`src/rtl/cb_adder_pkg.sv`:
```
// Shared defaults and configuration check for the pipelined carry-bypass adder.
package cb_adder_pkg;

  localparam int DEF_WIDTH  = 64;
  localparam int DEF_BLOCK  = 4;
  localparam int DEF_STAGES = 4;

  // Each stage must cover a whole number of bypass blocks.
  function automatic bit cfg_legal(input int width, input int block, input int stages);
    return (width > 0) && (block > 0) && (stages > 0) && ((width % (stages * block)) == 0);
  endfunction

endpackage

```
`src/rtl/cb_block.sv`:
```
// Combinational carry-bypass block: ripple inside, skip the chain when every bit propagates.
module cb_block
  import cb_adder_pkg::*;
#(
  parameter int BLOCK = DEF_BLOCK
) (
  input  logic [BLOCK-1:0] a,
  input  logic [BLOCK-1:0] b,
  input  logic             ci,
  output logic [BLOCK-1:0] s,
  output logic             co
);

  logic [BLOCK-1:0] p;
  logic [BLOCK:0]   c;

  assign p    = a ^ b;
  assign c[0] = ci;

  genvar gi;
  generate
    for (gi = 0; gi < BLOCK; gi++) begin : bit_slice
      assign s[gi]   = p[gi] ^ c[gi];
      assign c[gi+1] = (a[gi] & b[gi]) | (p[gi] & c[gi]);
    end
  endgenerate

  assign co = (&p) ? ci : c[BLOCK];

endmodule

```
`src/rtl/pipe_cb_adder.sv`:
```
// Pipelined carry-bypass adder/subtractor: one bit slice per stage, operands and
// finished sum bits ride along in skew registers, stall via a global advance enable.
module pipe_cb_adder
  import cb_adder_pkg::*;
#(
  parameter int WIDTH  = DEF_WIDTH,
  parameter int BLOCK  = DEF_BLOCK,
  parameter int STAGES = DEF_STAGES
) (
  input  logic             clk,
  input  logic             rst_n,
  input  logic             in_valid,
  output logic             in_ready,
  input  logic [WIDTH-1:0] A,
  input  logic [WIDTH-1:0] B,
  input  logic             Cin,
  input  logic             sub,
  output logic             out_valid,
  input  logic             out_ready,
  output logic [WIDTH-1:0] S,
  output logic             Cout,
  output logic             Ovf
);

  localparam int SW = WIDTH / STAGES;
  localparam int NB = SW / BLOCK;

  generate
    if (!cfg_legal(WIDTH, BLOCK, STAGES)) begin : bad_cfg
      $error("pipe_cb_adder: WIDTH must be a multiple of STAGES*BLOCK");
    end
  endgenerate

  logic adv;

  assign adv      = ~out_valid | out_ready;
  assign in_ready = adv;

  genvar gi, gj;
  generate
    for (gi = 0; gi < STAGES; gi++) begin : stage
      localparam int LO  = gi * SW;
      localparam int REM = WIDTH - LO;

      logic [REM-1:0]   a_in;
      logic [REM-1:0]   b_in;
      logic             c_in;
      logic             v_in;
      logic [SW-1:0]    slice_s;
      logic [NB:0]      carry;
      logic [LO+SW-1:0] s_next;
      logic [LO+SW-1:0] s_reg;
      logic             c_reg;
      logic             v_reg;

      if (gi == 0) begin : head
        // Subtraction is A + ~B + 1; Cin is ignored in that mode.
        assign a_in   = A;
        assign b_in   = sub ? ~B : B;
        assign c_in   = sub | Cin;
        assign v_in   = in_valid;
        assign s_next = slice_s;
      end else begin : body
        assign a_in   = stage[gi-1].fwd.a_reg;
        assign b_in   = stage[gi-1].fwd.b_reg;
        assign c_in   = stage[gi-1].c_reg;
        assign v_in   = stage[gi-1].v_reg;
        assign s_next = {slice_s, stage[gi-1].s_reg};
      end

      assign carry[0] = c_in;

      for (gj = 0; gj < NB; gj++) begin : blk
        cb_block #(.BLOCK(BLOCK)) u_cb (
          .a  (a_in[gj*BLOCK +: BLOCK]),
          .b  (b_in[gj*BLOCK +: BLOCK]),
          .ci (carry[gj]),
          .s  (slice_s[gj*BLOCK +: BLOCK]),
          .co (carry[gj+1])
        );
      end

      // Data only loads with a real beat so the outputs hold across bubbles.
      always_ff @(posedge clk or negedge rst_n) begin
        if (!rst_n) begin
          v_reg <= 1'b0;
          c_reg <= 1'b0;
          s_reg <= '0;
        end else if (adv) begin
          v_reg <= v_in;
          if (v_in) begin
            c_reg <= carry[NB];
            s_reg <= s_next;
          end
        end
      end

      if (gi < STAGES - 1) begin : fwd
        logic [REM-SW-1:0] a_reg;
        logic [REM-SW-1:0] b_reg;

        always_ff @(posedge clk or negedge rst_n) begin
          if (!rst_n) begin
            a_reg <= '0;
            b_reg <= '0;
          end else if (adv && v_in) begin
            a_reg <= a_in[REM-1:SW];
            b_reg <= b_in[REM-1:SW];
          end
        end
      end else begin : last
        logic ovf_reg;

        // Carry into the MSB is recovered from its sum bit and operand bits.
        always_ff @(posedge clk or negedge rst_n) begin
          if (!rst_n) begin
            ovf_reg <= 1'b0;
          end else if (adv && v_in) begin
            ovf_reg <= (slice_s[SW-1] ^ a_in[SW-1] ^ b_in[SW-1]) ^ carry[NB];
          end
        end
      end
    end
  endgenerate

  assign out_valid = stage[STAGES-1].v_reg;
  assign S         = stage[STAGES-1].s_reg;
  assign Cout      = stage[STAGES-1].c_reg;
  assign Ovf       = stage[STAGES-1].last.ovf_reg;

endmodule

```
`config.mk`:
```
export PLATFORM = sky130hd
export DESIGN_NAME = pipe_cb_adder
export DESIGN_NICKNAME = d
export VERILOG_FILES = /design/src/rtl/cb_adder_pkg.sv /design/src/rtl/cb_block.sv /design/src/rtl/pipe_cb_adder.sv
export SDC_FILE = /design/constraint.sdc
export NUM_CORES = 1
export LEC_CHECK = 0
export CORE_MARGIN = 5
export CORE_UTILIZATION = 50
export CTS_CLUSTER_SIZE = 40
export DETAILED_ROUTE_END_ITERATION = 8
export PLACE_DENSITY = 0.73
export SLEW_MARGIN = 20
export SYNTH_ARGS = -nofsm -noshare
export SYNTH_HDL_FRONTEND = slang
export SYNTH_SLANG_ARGS = --single-unit
```
`constraint.sdc`:
```
create_clock -name clk -period 8.6 [get_ports clk]
set_clock_uncertainty 0.2 [all_clocks]
set_input_delay 0.86 -clock clk [delete_from_list [all_inputs] [get_ports clk]]
set_output_delay 0.86 -clock clk [all_outputs]
set_load 0.01 [all_outputs]
```
== Word-level counts from Yosys, hierarchy flattened ==
Cells that the tools add are included.
Word-level totals
  register bits after elaboration: 361
  output and inout bits: 68
  logic and storage cells: 339
Cells by class
  mux-type cells: 17
  bitwise operators: 279
  reduce and logical (&&, ||, !) cells: 24
Operators by type and width (count)
  bitwise AND 1 bit: 128
  XOR 1 bit: 67
  OR 1 bit: 66
  two-way mux 64 bit: 1
  NOT 64 bit: 1
  AND reduction 4 bit: 16
  XOR 4 bit: 16
  two-way mux 1 bit: 16
  AND reduction 2 bit: 4
  logical AND 1 bit: 4
  NOT 1 bit: 1

== Longest topological paths before layout ==
Gate-level depths: netlist of run 1.
  depth after elaboration: 39
  gate-level depth with buffers: 29
  depth with buffers taken out: 29

== Hierarchy ==
From an unflattened synthesis of run 1, not the netlist that was laid out.
Unflattened totals
  cells, all modules: 1205
  area, all modules: 16988.8 sq um
By module, submodules not included
  pipe_cb_adder: instances 1, cells each 901, area an instance 14106.0 sq um, sequential area each 9033.7 sq um
  cb_block: instances 16, cells each 19, area an instance 180.2 sq um, sequential area each 0.0 sq um

== Worst setup path before layout of run 1 ==
No wires, ideal clock.
  kind: input to register
  start point: in sub
  end point: reg stage[0].s_reg[15]
  setup time: 117 ps
  data arrival time: 8881 ps
  data required time: 8283 ps
  path slack: -598 ps
  cell stages on the path: 29
  path buffers: 2
  cell sequence: buf_2 buf_4 xor2_1 inv_1 fa_1 fa_1 fa_1 fa_1 mux2i_1 inv_1 fa_1 fa_1 fa_1 fa_1 nand2_1 o21ai_1 fa_1 fa_1 fa_1 fa_1 and2_1 a21o_1 fa_1 fa_1 fa_1 inv_1 fa_1 nand2_1 nand2_1
On the way
  longest elaborated chain between the ends: 36
  elaborated cells between the ends (all ways): 58
RTL lines
  start, declared: RTL line pipe_cb_adder.sv:17  | input logic sub,
  two-way mux 64 bit: RTL line pipe_cb_adder.sv:59  | assign b_in = sub ? ~B : B;
  XOR 4 bit: RTL line cb_block.sv:17  | assign p = a ^ b;
  bitwise AND 1 bit: RTL line cb_block.sv:24  | assign c[gi+1] = (a[gi] & b[gi]) | (p[gi] & c[gi]);
  OR 1 bit: RTL line cb_block.sv:24
  bitwise AND 1 bit: RTL line cb_block.sv:24
  OR 1 bit: RTL line cb_block.sv:24
  bitwise AND 1 bit: RTL line cb_block.sv:24
  OR 1 bit: RTL line cb_block.sv:24
  [21 not listed]
  bitwise AND 1 bit: RTL line cb_block.sv:24
  OR 1 bit: RTL line cb_block.sv:24
  bitwise AND 1 bit: RTL line cb_block.sv:24
  OR 1 bit: RTL line cb_block.sv:24
  bitwise AND 1 bit: RTL line cb_block.sv:24
  OR 1 bit: RTL line cb_block.sv:24
  XOR 1 bit *: RTL line cb_block.sv:23  | assign s[gi] = p[gi] ^ c[gi];
  via stage[0].blk[3].u_cb.s[3]: RTL line cb_block.sv:10  | output logic [BLOCK-1:0] s,
  end signal, assigned: RTL line pipe_cb_adder.sv:93  | s_reg <= s_next;
  end, declared: RTL line pipe_cb_adder.sv:52  | logic [LO+SW-1:0] s_reg;
Mark *: on every way through the listed nets, which the timed path passes. The rest lies on a longest branch.
A chain may end at the register's enable or synchronous reset.

== Worst setup path after layout of run 1 ==
  start point: in A[0]
  end point: reg stage[0].s_reg[15]
On the way
  longest elaborated chain between the ends: 35
  elaborated cells between the ends (all ways): 37
RTL lines
  start, declared: RTL line pipe_cb_adder.sv:14  | input logic [WIDTH-1:0] A,
  XOR 4 bit: RTL line cb_block.sv:17
  bitwise AND 1 bit: RTL line cb_block.sv:24
  OR 1 bit: RTL line cb_block.sv:24
  bitwise AND 1 bit: RTL line cb_block.sv:24
  OR 1 bit: RTL line cb_block.sv:24
  bitwise AND 1 bit: RTL line cb_block.sv:24
  OR 1 bit: RTL line cb_block.sv:24
  bitwise AND 1 bit: RTL line cb_block.sv:24
  [20 not listed]
  bitwise AND 1 bit *: RTL line cb_block.sv:24
  OR 1 bit *: RTL line cb_block.sv:24
  bitwise AND 1 bit *: RTL line cb_block.sv:24
  OR 1 bit *: RTL line cb_block.sv:24
  bitwise AND 1 bit *: RTL line cb_block.sv:24
  OR 1 bit *: RTL line cb_block.sv:24
  XOR 1 bit *: RTL line cb_block.sv:23
  via stage[0].blk[3].u_cb.s[3]: RTL line cb_block.sv:10
Marked as above.

==> results of run 1 <==
[kinds of logic (layout without fill, tap and decap cells)]
family | count (synthesis) | in the layout | synth area share (%)
adder cells (fa/ha/maj) | 128 | 128 | 12.2
multiplexers | 238 | 238 | 18.5
AO/OA/AOI/OAI | 93 | 93 | 2.93
XOR/XNOR | 66 | 66 | 3.39
AND/OR/NAND/NOR | 261 | 261 | 6.36
flip-flops | 361 | 361 | 53.0
buffers and inverters | 118 | 362 | 3.65
[worst paths after layout]
path	startpoint	to	slack (ns)	cells past startpoint
setup / recovery	A[0]	stage[0].s_reg[15]	0.25	40
hold / removal	rst_n	stage[1].fwd.b_reg[2]	0.07	1
setup reg to reg	stage[2].fwd.a_reg[0]	Ovf	0.32	29
hold reg to reg	stage[0].fwd.b_reg[20]	stage[0].fwd.b_reg[20]	0.28	2
max in group asynchronous	rst_n	stage[2].fwd.b_reg[9]	6.48	3
min in group clk	stage[0].fwd.b_reg[20]	stage[0].fwd.b_reg[20]	0.28	2
[stage by stage]
stage	setup TNS (ns)	area (um^2)	power (uW)	std cells	hold WS (ns)
after global placement	-0.805	19400	5830	1866	0.257
after CTS	0	20800	7760	1955	0.281
after global routing	-0.0000568	20900	8240	1957	0.103
final	0	20900	7690	1957	0.0677
after floorplan	0	17100	4980	1265	0.246
after detailed placement	-1.44	19400	5990	1866	0.265
[per-layer routing]
layer	share of wire, %	GRT usage [%]	up-vias
met3	3.1	2.72	61
met5	0	0	-
met2	50	30.7	175
met1	44	23.8	4897
met4	2.9	5.36	0
li1	-	-	4590
[timing repair]
action	CTS	global route
endpoints found under the setup margin	2	4
pin swaps	2	5
setup buffers	20	1
gates resized for setup	1	16
[cell usage after synthesis, drive strengths merged]
cell | n | area, um^2
dfrtp | 361 | 9030
mux2 | 235 | 3120
nand2 | 226 | 863
o21ai | 80 | 404
fa | 64 | 1280
ha | 64 | 801
inv | 59 | 221
buf | 50 | 368
xnor2 | 48 | 420
xor2 | 18 | 158
nand4 | 15 | 93.8
clkbuf | 9 | 33.8
nand2b | 5 | 38.8
nor2 | 5 | 18.8
a21oi | 4 | 20.0
and4 | 3 | 26.3
mux2i | 3 | 30.0
nand3 | 3 | 15.0
and2 | 2 | 12.5
o211ai | 2 | 15.0
a2111o | 1 | 11.3
a211o | 1 | 8.76
a21o | 1 | 7.51
a221oi | 1 | 8.76
a22o | 1 | 8.76
a22oi | 1 | 7.51
a41oi | 1 | 8.76
nand3b | 1 | 7.51
nor4b | 1 | 8.76
[power groups by stage]
| stage | Combinational (uW) | Clock, uW | Sequential [uW] |
|---|---|---|---|
| CTS | 3010 | 1730 | 3020 |
| detailed placement | 2950 | 0 | 3040 |
| finish | 2980 | 1690 | 3020 |
| global placement | 2830 | 0 | 3000 |
| floorplan | 2030 | 0 | 2950 |
| global route | 3300 | 1810 | 3120 |
[final cells by class]
type,instances,area share [%]
clock inverter,14,0.921
tap,448,2.68
sequential,361,43.2
clock buffer,55,5.37
timing repair buffer,234,11.0
multi-input combinational,786,35.8
inverter,59,1.06
==> summary.txt, run 1 <==
Setup path
  • CP max-delay cell: clkdlybuf4s50_1
  • CP startpoint kind: input pin
  • Crit path arrival time: 8.55 ns
  • CP delay by family, top: adder cells
  • Crit-path most repeated cell: buf_4
  • Crit Path Max Fanout: 3
  • Setup CP Type: input pin to flip-flop
  • Worst path bufs/invs: 22
  • Critical Path RT: 8.81 ns
  • Max stage delay on crit path: 0.48 ns
  • Setup crit end kind: flip-flop

Timing
  • Measured slew at the worst slew-check pin: 1.04 ns
  • Endpoints failing setup: 0
  • Fin crit period: 8.35 ns
  • Max Slew Vio Count: 0
  • Post-route setup slack: 0.255 ns
  • Final hold vios: 0
  • Slew HR: 30.4%
  • Crit share post-route: 97.0%
  • Max Fclk: 120 MHz

Floorplanning
  • DIE AREA: 0.0379 mm^2
  • Site row count: 67
  • Die Y: 195 um
  • Core box area: 0.0336 mm^2
  • Initial core utilization: 50.7%
  • IO Count: 202
  • Die Span X: 195 um

Power and ir drop
  • Power Density: 368 mW/mm^2
  • VDD IR max: 0.000229 V
  • Psw: 2430 uW
  • Flop pwr share: 39.2%
  • Pint: 5270 uW
  • Clk pwr share: 22.0%
  • P_leak: 0.00995 uW
  • Comb pwr share: 38.8%
  • Sw Share: 31.5%

Finish
  • Nets: 1742
  • Number of fill cells: 2530
  • Area Overhead vs Synth: 22.7%
  • Area of the multi-input gates: 0.00750 mm^2
  • # diodes: 0
  • Commonest non-fill, non-tap cell in the layout: dfrtp_1
  • Reg area: 0.00903 mm^2
  • Layout cell share with drive strength beyond 1: 24.3%
  • Final Core Density: 62.3%
  • Commonest non-fill, non-tap cells in the layout: 361 x dfrtp_1, 221 x nand2_1, 198 x clkdlybuf4s50_1

Detailed routing
  • Routed Antenna Nets: 0
  • Detailed Route WL: 33900 um
  • Residual DRC: 0
  • DR vias: 9723
  • Routed WL per cell: 17.3 um
  • Via/cell ratio: 4.97
  • Drt initial violations: 356
  • First-pass iteration count of the detailed router: 4

Clocking
  • CTS clk-pin slew, worst paths: 0.06 ns
  • CTS root buf: clkbuf_16
  • CTS tree: yes
  • Num CTS Buffers: 38
  • Hold-fix buffer count after cts: 0
  • CTS Buffer Depth: 3
  • H-Tree Depth: 2
  • Skew-Pair Late Insertion Delay: 0.51 ns
  • CTS sink count: 361

Synthesis
  • Syn nets: 1527
  • Cell area after synthesis: 0.0171 mm^2
  • Cell variety after synth: 38
  • #FFs+latches synth: 361
  • Sequential area share after synthesis: 53.0%
  • Mapped Avg Cell Area: 13.5 um^2
  • Synthesized instance count: 1265
  • Ys Warns: 0

Job
  • Max-cap violations: 0

Global routing
  • Global-route wire length before repair: 56300 um
  • Vias in the first global route: 10720
  • Largest net degree at the start of global routing: 160
  • Initial antenna violation count: 0
  • Congestion Overflow GR: 0
  • Gr usage total: 17.9%

Run status
  • Status: complete, no violations

Place
  • GP Congestion: 0.818
  • Worst slack, placed: -0.619 ns
  • Dpl hpwl: 22700 um
  • IO buf count: 201

Min path
  • Tightest Hold Check Type: input pin to asynchronous set/reset pin
No activity file was read; power rests on OpenSTA's default activity.
==> run 2, diff against run 1 <==
CORE_UTILIZATION = 32   (was 50)
PLACE_DENSITY = 0.5   (was 0.73)
==> summary.txt, run 2 (synthesis results as in run 1) <==
Run status
  • Status: complete, no violations

Place
  • Dpl hpwl: 24100 um
  • Worst slack, placed: -0.405 ns
  • Placed insts: 2109
  • IO buf count: 201
  • GP Congestion: 0.766

Detailed routing
  • Drt initial violations: 332
  • Via/cell ratio: 4.40
  • First-pass iteration count of the detailed router: 4
  • DR vias: 9627
  • Routed WL per cell: 16.7 um
  • Detailed Route WL: 36600 um
  • Routed Antenna Nets: 0
  • Residual DRC: 0

Setup path
  • Crit Path Max Fanout: 2
  • Setup CP Type: input pin to flip-flop
  • Crit-path most repeated cell: fa_2
  • Crit path arrival time: 8.51 ns
  • Max stage delay on crit path: 0.47 ns
  • CP max-delay cell: clkdlybuf4s50_1
  • CP startpoint kind: input pin
  • Critical Path RT: 8.81 ns
  • Setup crit end kind: flip-flop

Finish
  • Number of fill cells: 4910
  • Finished Layout Cells: 2188
  • Area Overhead vs Synth: 24.9%
  • Commonest non-fill, non-tap cell in the layout: dfrtp_1
  • Commonest non-fill, non-tap cells in the layout: 361 x dfrtp_1, 222 x nand2_1, 199 x clkdlybuf4s50_1
  • Layout cell share with drive strength beyond 1: 23.4%
  • Nets: 1730

Global routing
  • Met2 Usage GRT: 21.2%
  • Vias in the first global route: 10541
  • Gr usage total: 12.8%
  • Largest net degree at the start of global routing: 173
  • Congestion Overflow GR: 0
  • Initial antenna violation count: 1
  • Most Crowded Layer GR: met2
  • Met3 usage: 2.24%
  • Met1 GRT Util: 17.2%
  • Global-route wire length before repair: 59200 um

Clocking
  • CTS Buffer Depth: 3
  • CTS clk-pin slew, worst paths: 0.05 ns
  • Num CTS Buffers: 43
  • CTS root buf: clkbuf_16
  • Skew-Pair Late Insertion Delay: 0.54 ns
  • H-Tree Depth: 2
  • CTS sink count: 361
  • CTS tree: yes

Floorplanning
  • IO Count: 202
  • Die Y: 241 um
  • Core box area: 0.0527 mm^2
  • DIE AREA: 0.0580 mm^2
  • Site row count: 84
  • Initial core utilization: 32.4%
  • Die Span X: 241 um

Timing
  • Max Fclk: 121 MHz
  • Slew HR: 28.5%
  • Fin crit period: 8.30 ns
  • Max Slew Vio Count: 0
  • Worst hold slack: 0.180 ns
  • RSZ-0062 raised after global routing: false
  • Measured slew at the worst slew-check pin: 1.07 ns
  • Setup tns final: 0 ns
  • Post-route setup slack: 0.305 ns
  • Crit share post-route: 96.5%
  • Final hold vios: 0
  • Endpoints failing setup: 0

Power and ir drop
  • Total power: 7920 uW
  • Power Density: 372 mW/mm^2
  • VDD IR max: 0.000144 V
  • P_leak: 0.00995 uW

Job
  • Max-cap violations: 0

Min path
  • Tightest Hold Check Type: input pin to asynchronous set/reset pin
run 2: worst paths after layout:
path / from / end / slack [ns] / cells after the start
setup reg to reg: stage[2].c_reg / Ovf / 0.37 / 29
hold reg to reg: stage[0].fwd.b_reg[18] / stage[0].fwd.b_reg[18] / 0.27 / 2
max in group asynchronous: rst_n / stage[0].v_reg / 6.49 / 2
setup / recovery: B[0] / stage[0].s_reg[15] / 0.30 / 28
hold / removal: rst_n / stage[0].fwd.a_reg[22] / 0.18 / 1
min in group clk: stage[0].fwd.b_reg[18] / stage[0].fwd.b_reg[18] / 0.27 / 2
run 2: metrics by stage:
step / util [%] / instance area, um^2
2_1_floorplan: - / 17100
3_3_place_gp: 37.4 / 19700
3_5_place_dp: 37.4 / 19700
4_1_cts: 40.4 / 21300
5_1_grt: 40.4 / 21300
6_report: 40.5 / 21300
run 2: cell type report:
class                      count  area, um^2  share of cell area, %
sequential                   361        9030                   42.4
multi-input combinational    786        7490                   35.2
inverter                      59         221                   1.04
antenna                        1        2.50                 0.0117
tap                          688         861                   4.04
clock buffer                  62        1310                   6.15
timing repair buffer         217        2150                   10.1
clock inverter                14         231                   1.09
run 2: worst max-delay path, delay by kind of cell:
| kind | cells | cell delay (ns) |
|---|---|---|
| XOR/XNOR | 1 | 0.18 |
| buffers and inverters | 4 | 0.72 |
| AO/OA/AOI/OAI | 2 | 0.24 |
| adder cells (fa/ha/maj) | 16 | 5.95 |
| multiplexers | 1 | 0.19 |
| AND/OR/NAND/NOR | 4 | 0.36 |
run 2: where the power goes:
part           total (uW)  internal [uW]  switching (uW)
Combinational        2980           1760            1220
Sequential           3000           2470             534
Clock                1940           1230             706
Total                7920           5460            2460
run 2: layer usage:
metal	vias to the layer above	share of wire (%)	wire (um)
met1	4857	45	16500
met2	151	49	17800
met4	0	2.2	791
li1	4575	-	-
met3	44	4.2	1550
met5	-	0	0
run 2: repair_timing:
action                                  4_1_cts  5_1_grt
hold buffers                                  0        0
buffers inserted                              1        1
pin swaps                                     1        5
resized for setup                             1        9
cloned                                        0        0
endpoints found under the setup margin        1        3
==> run 3, diff against run 2 <==
CTS_BUF_LIST = sky130_fd_sc_hd__clkbuf_8   (was unset)
==> summary.txt, run 3 (synthesis results as in run 1) <==
Power and ir drop
  • Flop pwr share: 39.2%
  • VDD IR max: 0.000117 V
  • Comb pwr share: 38.9%
  • Pint: 5200 uW
  • Power Density: 363 mW/mm^2
  • Clk pwr share: 21.9%
  • P_leak: 0.00997 uW
  • Psw: 2470 uW
  • Sw Share: 32.2%

Detailed routing
  • Routed Antenna Nets: 0
  • Drt initial violations: 365
  • Detailed Route WL: 37000 um
  • Routed WL per cell: 16.6 um
  • Via/cell ratio: 4.36
  • First-pass iteration count of the detailed router: 4
  • DR vias: 9715
  • Residual DRC: 0

Global routing
  • Vias in the first global route: 10823
  • Congestion Overflow GR: 0
  • Initial antenna violation count: 2
  • Gr usage total: 13.0%
  • Global-route wire length before repair: 60000 um
  • Largest net degree at the start of global routing: 173

Floorplanning
  • Core box area: 0.0527 mm^2
  • IO Count: 202
  • Die Y: 241 um
  • Die Span X: 241 um
  • DIE AREA: 0.0580 mm^2
  • Initial core utilization: 32.4%
  • Site row count: 84

Setup path
  • CP delay by family, top: adder cells
  • CP startpoint kind: input pin
  • Max stage delay on crit path: 0.47 ns
  • Worst Reg-to-Reg Cells: 29
  • Crit Path Max Fanout: 2
  • Crit-path most repeated cell: fa_2
  • Setup CP Type: input pin to flip-flop
  • Worst path bufs/invs: 4
  • Critical Path RT: 8.87 ns
  • Crit path arrival time: 8.55 ns
  • Setup crit end kind: flip-flop
  • Critical path depth: 28
  • CP max-delay cell: clkdlybuf4s50_1

Finish
  • Area of the multi-input gates: 0.00749 mm^2
  • Reg area: 0.00903 mm^2
  • Nets: 1757
  • Commonest non-fill, non-tap cell in the layout: dfrtp_1
  • Final Core Density: 40.1%
  • Area Overhead vs Synth: 23.8%
  • Number of fill cells: 4959
  • Commonest non-fill, non-tap cells in the layout: 361 x dfrtp_1, 222 x nand2_1, 199 x clkdlybuf4s50_1
  • Layout cell share with drive strength beyond 1: 24.3%
  • Final instance area: 0.0211 mm^2

Timing
  • Fin crit period: 8.28 ns
  • Slew HR: 29.2%
  • Measured slew at the worst slew-check pin: 1.06 ns
  • Max Slew Vio Count: 0
  • Final hold vios: 0
  • RSZ-0062 raised after global routing: false
  • Crit share post-route: 96.3%
  • Endpoints failing setup: 0
  • Setup tns final: 0 ns
  • Max Fclk: 121 MHz
  • Post-route setup slack: 0.317 ns

Clocking
  • CTS Buffer Depth: 3
  • H-Tree Depth: 3
  • CTS root buf: clkbuf_8
  • CTS tree: yes
  • Skew-Pair Late Insertion Delay: 0.59 ns
  • CTS sink count: 361
  • CTS clk-pin slew, worst paths: 0.05 ns
  • Num CTS Buffers: 70

Place
  • Worst slack, placed: -0.405 ns
  • GP Congestion: 0.766
  • IO buf count: 201
  • Dpl hpwl: 24100 um
  • Placed inst area: 0.0197 mm^2

Min path
  • Tightest Hold Check Type: input pin to asynchronous set/reset pin

Job
  • Max-cap violations: 0

Run status
  • Status: complete, no violations
## run 3: cell types whose count changed in the layout (fill, tap and decap cells not counted), sizes merged
cell	change
bufinv	-1
clkbuf	+15
clkinv	+6
clkinvlp	-1
diode	+1
inv	+20
## run 3: worst paths after layout
path	slack [ns]	endpoint	startpoint
setup / recovery	0.32	stage[0].s_reg[15]	B[0]
hold / removal	0.15	stage[0].fwd.a_reg[22]	rst_n
setup reg to reg	0.39	Ovf	stage[2].c_reg
hold reg to reg	0.27	stage[0].fwd.b_reg[18]	stage[0].fwd.b_reg[18]
max in group asynchronous	6.56	stage[2].fwd.b_reg[15]	rst_n
min in group clk	0.27	stage[0].fwd.b_reg[18]	stage[0].fwd.b_reg[18]
## run 3: timing repair
item / in CTS / in global routing
setup buffers: 1 / 1
endpoints found under the setup margin: 1 / 2
pin swaps: 1 / 2
hold buffers: 0 / 0
gates resized for setup: 0 / 9
## run 3: metal layers
metal	GRT usage, %	routed length (um)	part of all wire [%]
met5	0	0	0
met4	5.08	879	2.4
met3	2.65	1430	3.9
met2	21.4	18000	49
met1	17.1	16700	45
## run 3: power groups by stage
stage / Clock [uW] / Combinational, uW / Sequential, uW
2_1_floorplan: 0 / 2030 / 2950
3_3_place_gp: 0 / 2960 / 3020
3_5_place_dp: 0 / 3010 / 3040
4_1_cts: 1760 / 3050 / 3020
5_1_grt: 1840 / 3330 / 3120
6_report: 1680 / 2980 / 3000
## run 3: final cells by class
class                           count  area share [%]
Tap cell                          688            4.08
Inverter                           59            1.05
Clock buffer                       77            5.02
Sequential cell                   361            42.8
Clock inverter                     38            1.40
Timing Repair Buffer              217            10.2
Antenna cell                        2          0.0237
Multi-Input combinational cell    786            35.5
## run 3: metrics by stage
stage / hold slack [ns] / total power (uW) / std cells
floorplan: 0.246 / 4980 / 1265
global placement: 0.261 / 5970 / 2109
detailed placement: 0.265 / 6050 / 2109
CTS: 0.115 / 7830 / 2225
finish: 0.147 / 7660 / 2228
global route: 0.171 / 8290 / 2227
## run 3: worst reg2reg max path: cells and delay by family (launching register included)
family | cells | cell delay, ns
AOI/OAI and AO/OA | 2 | 0.44
xor gates and xnor gates | 2 | 0.30
adders and majority gates | 16 | 5.74
buffers and inverters | 4 | 0.36
DFF | 1 | 0.40
muxes | 1 | 0.30
and+or+nand+nor | 4 | 0.34
==> patch 1: new RTL, flow settings as in run 1 <==
The package constant `DEF_STAGES` goes from 4 to 2.
--- a/src/rtl/cb_adder_pkg.sv
+++ b/src/rtl/cb_adder_pkg.sv
@@ -3,7 +3,7 @@
 
   localparam int DEF_WIDTH  = 64;
   localparam int DEF_BLOCK  = 4;
-  localparam int DEF_STAGES = 4;
+  localparam int DEF_STAGES = 2;
 
   // Each stage must cover a whole number of bypass blocks.
   function automatic bit cfg_legal(input int width, input int block, input int stages);
Formal check against the unedited RTL: not equivalent (a bounded check fails within 4 cycles, from zero or initial values and one cycle with rst_n low).
==> patch 1 against run 1 <==
- the flow now finishes with violations (setup timing)
- synthesized area decreased by 46%
- total power decreased by 56%
- cell area decreased by 37%
- wire length decreased by 37%
- sequential cell count decreased by 196
- via count decreased by 35%
- setup slack got worse by 6100 ps
- critical path type is now reg -> reg
==> patch 1: results (changes against run 1) <==
set qor(run_status) {finished with violations}
set qor(violations_in_the_final_reports) {setup timing}
set qor(synth.top_cells.by_area) {dfrtp_1, fa_1, mux2_2}
set qor(routed-wl-met2_mm) 10.4 ;# -39%
set qor(synth.yosys.seq_area_share) 0.446 ;# -0.0838
set qor(highest_layer) {met5}
set qor(maximum_number_of_pins_on_one_net_before_global_route_repair) 113 ;# -29%
set qor(wl_per_cell_um) 16.3 ;# -6.0%
set qor(post-dp-hpwl_mm) 15.0 ;# -34%
set qor(synth.net_count) 1024 ;# -33%
set qor(dpl-instance-area_um2) 12200 ;# -37%
set qor(crit_path_top_delay_cell) {or4b_1}
set qor(grt_pass1_vias) 6971 ;# -35%
set qor(cts_htree_levels) 4 ;# +2
set qor(grt_use_met2) 0.338 ;# +0.0306
set qor(initialDrtViolationCount) 195 ;# -45%
set qor(dpl.cell_count) 1237 ;# -34%
set qor(via_count) 6368 ;# -35%
set qor(grt_first_pass_wirelength_mm) 35.2 ;# -38%
set qor(syn-mean-instance-area_um2) 12.2 ;# -9.9%
set qor(worstHoldPathType) {reg -> reg}
set qor(slew_headroom) 0.320 ;# +0.0161
set qor(p_leak_nw) 6.01 ;# -40%
set qor(insertion_delay_ps) 420 ;# -90 ps
set qor(global_route.usage.met1) 0.259 ;# +0.0211
set qor(drive_gt1_frac) 0.331 ;# +0.0880
set qor(ir_drop_mv) 0.156 ;# -32%
set qor(timing.final.ws_setup_ps) -5820 ;# -6080 ps
set qor(synth.distinct_cells) 31 ;# -18%
set qor(final_count_of_negative_setup_slack_endpoints) 30 ;# +30
set qor(aggregate_global_route_resource_usage) 0.206 ;# +0.0266
set qor(numCtsBuffers) 17 ;# -55%
set qor(commonest_cells_in_the_netlist) {dfrtp_1, mux2_2, nand2_1, inv_1, o21ai_0}
set qor(met3_track_demand_over_resource_in_global_routing) 0.0834 ;# +0.0562
set qor(met3_wirelength_mm) 1.71 ;# +65%
set qor(totalNegativeSetupSlack_ps) -89970 ;# -89970 ps
==> patch 1: final timing paths <==
kind,slack (ps),endpoint,cells after the start,from
setup / recovery,-5820,Ovf,62,stage[0].c_reg
max in group asynchronous,6570,stage[0].fwd.b_reg[12],2,rst_n
hold reg to reg,270,stage[0].s_reg[12],2,stage[0].s_reg[12]
setup reg to reg,-5820,Ovf,62,stage[0].c_reg
min in group asynchronous,360,S[39],1,rst_n
hold / removal,270,stage[0].s_reg[12],2,stage[0].s_reg[12]
==> patch 1: critical path, delay by kind of cell (launching register included) <==
family          cells  cell delay (ps)
compound gates      5              530
xor+xnor            2              430
fa+ha+maj          28             9770
buf+inv            19             1640
flops               1              400
mux                 1              180
simple gates        7             1170
==> patch 1: area by class of cell <==
type                            count  area (µm²)  area share
Inverter                           75         282      0.0213
Clock inverter                     14         119     0.00897
Multi-Input combinational cell    490        5050       0.381
Antenna cell                        1        2.50    0.000189
Timing Repair Buffer              324        2950       0.222
Tap cell                          229         287      0.0216
Clock buffer                       18         429      0.0324
Sequential cell                   165        4130       0.312
==> patch 1: cell families after synthesis <==
kind of cell             Yosys count  synth area share
AO/OA/AOI/OAI                     85            0.0489
XOR/XNOR                          66            0.0624
adder cells (fa/ha/maj)          128             0.225
buffers and inverters            107            0.0440
flip-flops                       165             0.446
multiplexers                      98             0.119
AND/OR/NAND/NOR                  113            0.0551
==> patch 1: repair_timing <==
action                                  CTS  global route
endpoints found under the setup margin   31            31
setup buffers                            41             6
pin swaps                                 9             4
gates resized for setup                  26            18
==> patch 1: power groups by stage <==
stage	registers, mW	logic [mW]	clock network [mW]
4_1_cts	1.20	1.44	0.725
6_report	1.19	1.47	0.712
2_1_floorplan	1.27	0.557	0
5_1_grt	1.23	1.62	0.762
3_5_place_dp	1.21	1.31	0
3_3_place_gp	1.20	1.28	0
==> patch 2: new RTL, config.mk and constraints of run 1 <==
Without the edit above. Make the reset (`rst_n`) synchronous in 3 clocked blocks.
--- a/src/rtl/pipe_cb_adder.sv
+++ b/src/rtl/pipe_cb_adder.sv
@@ -81,7 +81,7 @@
       end
 
       // Data only loads with a real beat so the outputs hold across bubbles.
-      always_ff @(posedge clk or negedge rst_n) begin
+      always_ff @(posedge clk) begin
         if (!rst_n) begin
           v_reg <= 1'b0;
           c_reg <= 1'b0;
@@ -99,7 +99,7 @@
         logic [REM-SW-1:0] a_reg;
         logic [REM-SW-1:0] b_reg;
 
-        always_ff @(posedge clk or negedge rst_n) begin
+        always_ff @(posedge clk) begin
           if (!rst_n) begin
             a_reg <= '0;
             b_reg <= '0;
@@ -112,7 +112,7 @@
         logic ovf_reg;
 
         // Carry into the MSB is recovered from its sum bit and operand bits.
-        always_ff @(posedge clk or negedge rst_n) begin
+        always_ff @(posedge clk) begin
           if (!rst_n) begin
             ovf_reg <= 1'b0;
           end else if (adv && v_in) begin
Check against the original RTL: not equivalent (a bounded check fails within 10 cycles, from zero or initial values and one cycle with rst_n low; the reset may be asserted at any time).
==> patch 2 against run 1 <==
- synthesized area shrank 3.5%
- setup slack got worse by 13 ps
- critical path depth fell by 13
- sequential cell count unchanged
- fmax decreased by 0.15%
- wire length is 5.0% higher
- cell area is 5.1% lower
Power is not compared: it rests on default switching activity, and its combinational part moved more than twofold at a synthesized area within 25%.
==> patch 2: results (changes against run 1) <==
set qor(grt_first_pass_wirelength_mm) 59.6 ;# +6.0%
set qor(synth.yosys.seq_area_share) 0.439 ;# -0.0907
set qor(synth.net_count) 2073 ;# +36%
set qor(worstHoldPathType) {reg -> reg}
set qor(fill_cells) 2884 ;# +14%
set qor(synth-main-ff-cell) {dfxtp_1}
set qor(synth.distinct_cells) 37 ;# -2.6%
set qor(drive_gt1_frac) 0.0538 ;# -0.189
set qor(final_non_filler_cells) 2412 ;# +23%
set qor(dpl.cell_count) 2339 ;# +25%
set qor(aggregate_global_route_resource_usage) 0.195 ;# +0.0159
set qor(maximum_number_of_pins_on_one_net_before_global_route_repair) 137 ;# -14%
set qor(grt_pass1_vias) 12300 ;# +15%
set qor(tightest_slew_ps) 1010 ;# -36.0 ps
set qor(post_synth_inst_count) 1811 ;# +43%
set qor(wl_per_cell_um) 14.8 ;# -15%
set qor(run_status) {completed}
set qor(numCtsBuffers) 39 ;# +2.6%
set qor(worst-path-max-fanout) 2 ;# -1
set qor(synth.top_cells.by_area) {dfxtp_1, nand2_1, a21boi_0}
set qor(avgViaCountPerCell) 5.01 ;# +0.82%
set qor(initialDrtViolationCount) 531 ;# +49%
set qor(post-dp-hpwl_mm) 23.1 ;# +1.8%
set qor(drt_pass1_iterations) 5 ;# +1
set qor(commonest_cells_in_the_netlist) {nand2_1, dfxtp_1, a21boi_0, a21boi_1, o211a_1}
set qor(routabilityCongestion) 0.827 ;# +1.1%
set qor(layout.nets) 2205 ;# +27%
## patch 2: cell types whose count changed in the layout (fill, tap and decap cells not counted), moves of 69 or more
cell,before,now
a21boi_0,0,177
a21boi_1,0,110
dfrtp_1,361,0
dfxtp_1,0,361
mux2_2,108,0
mux2_4,127,1
nand2_1,221,647
o211a_1,0,69
o21ai_0,75,3
## patch 2: final timing paths
check,start,to,slack (ps),cells after the start
worst max register to register,stage[2].fwd.a_reg[0],Ovf,360,29
worst min register to register,stage[1].fwd.a_reg[22],stage[2].fwd.a_reg[6],250,2
worst max-delay path,Cin,stage[0].s_reg[15],240,27
worst min-delay path,stage[1].fwd.a_reg[22],stage[2].fwd.a_reg[6],250,2
## patch 2: cells by family (layout without fill, tap and decap cells)
group	after synthesis	count (layout)	synth area share
and+or+nand+nor	696	696	0.165
adders and majority gates	128	128	0.126
xor gates and xnor gates	66	66	0.0351
muxes	4	4	0.00274
AOI/OAI and AO/OA	373	373	0.180
DFF	361	361	0.439
buffers and inverters	183	342	0.0521
## patch 2: metal layers
layer | up-vias | share of wire | global-route usage
met4 | 0 | 0.017 | 0.0448
met1 | 5766 | 0.44 | 0.245
li1 | 6087 | - | -
met3 | 47 | 0.042 | 0.0298
met5 | - | 0 | 0
met2 | 182 | 0.50 | 0.353
## patch 2: repair_timing
action / CTS / global route
buffers inserted: 2 / 2
setup endpoints to repair: 1 / 3
endpoints found under the hold margin: 0 / 0
pin swaps: 1 / 3
gates resized for setup: 1 / 10
## patch 2: metrics by stage
step | worst slack, ps | cell area, µm² | hold slack, ps
final | 242 | 19900 | 246
after CTS | 53.0 | 19800 | 251
after detailed placement | -564 | 18500 | 243
after global placement | -344 | 18500 | 235
after global routing | 10.6 | 19900 | 262
after floorplan | 35.4 | 16500 | 231
## patch 2: layout make-up
cell class                      instances  area [µm²]  share of cell area
Clock inverter                         12         116             0.00586
Inverter                               57         214              0.0108
Sequential cell                       361        7230               0.364
Clock buffer                           56        1130              0.0570
Timing Repair Buffer                  217        2150               0.108
Tap cell                              442         553              0.0278
Multi-Input combinational cell       1267        8470               0.426
## patch 2: tightest hold or removal path, cell delays in order (launching register included)
cell and delay (ps):
dfxtp_1 300, nand2_1 50, a21boi_1 50
## patch 2: power breakdown
group / switching [mW] / internal (mW) / total (mW) / leakage, nW
logic: 0.186 / 0.179 / 0.364 / 4.65
clock network: 0.649 / 0.975 / 1.62 / 0.617
registers: 0.0410 / 1.73 / 1.78 / 2.94
total: 0.876 / 2.89 / 3.76 / 8.21
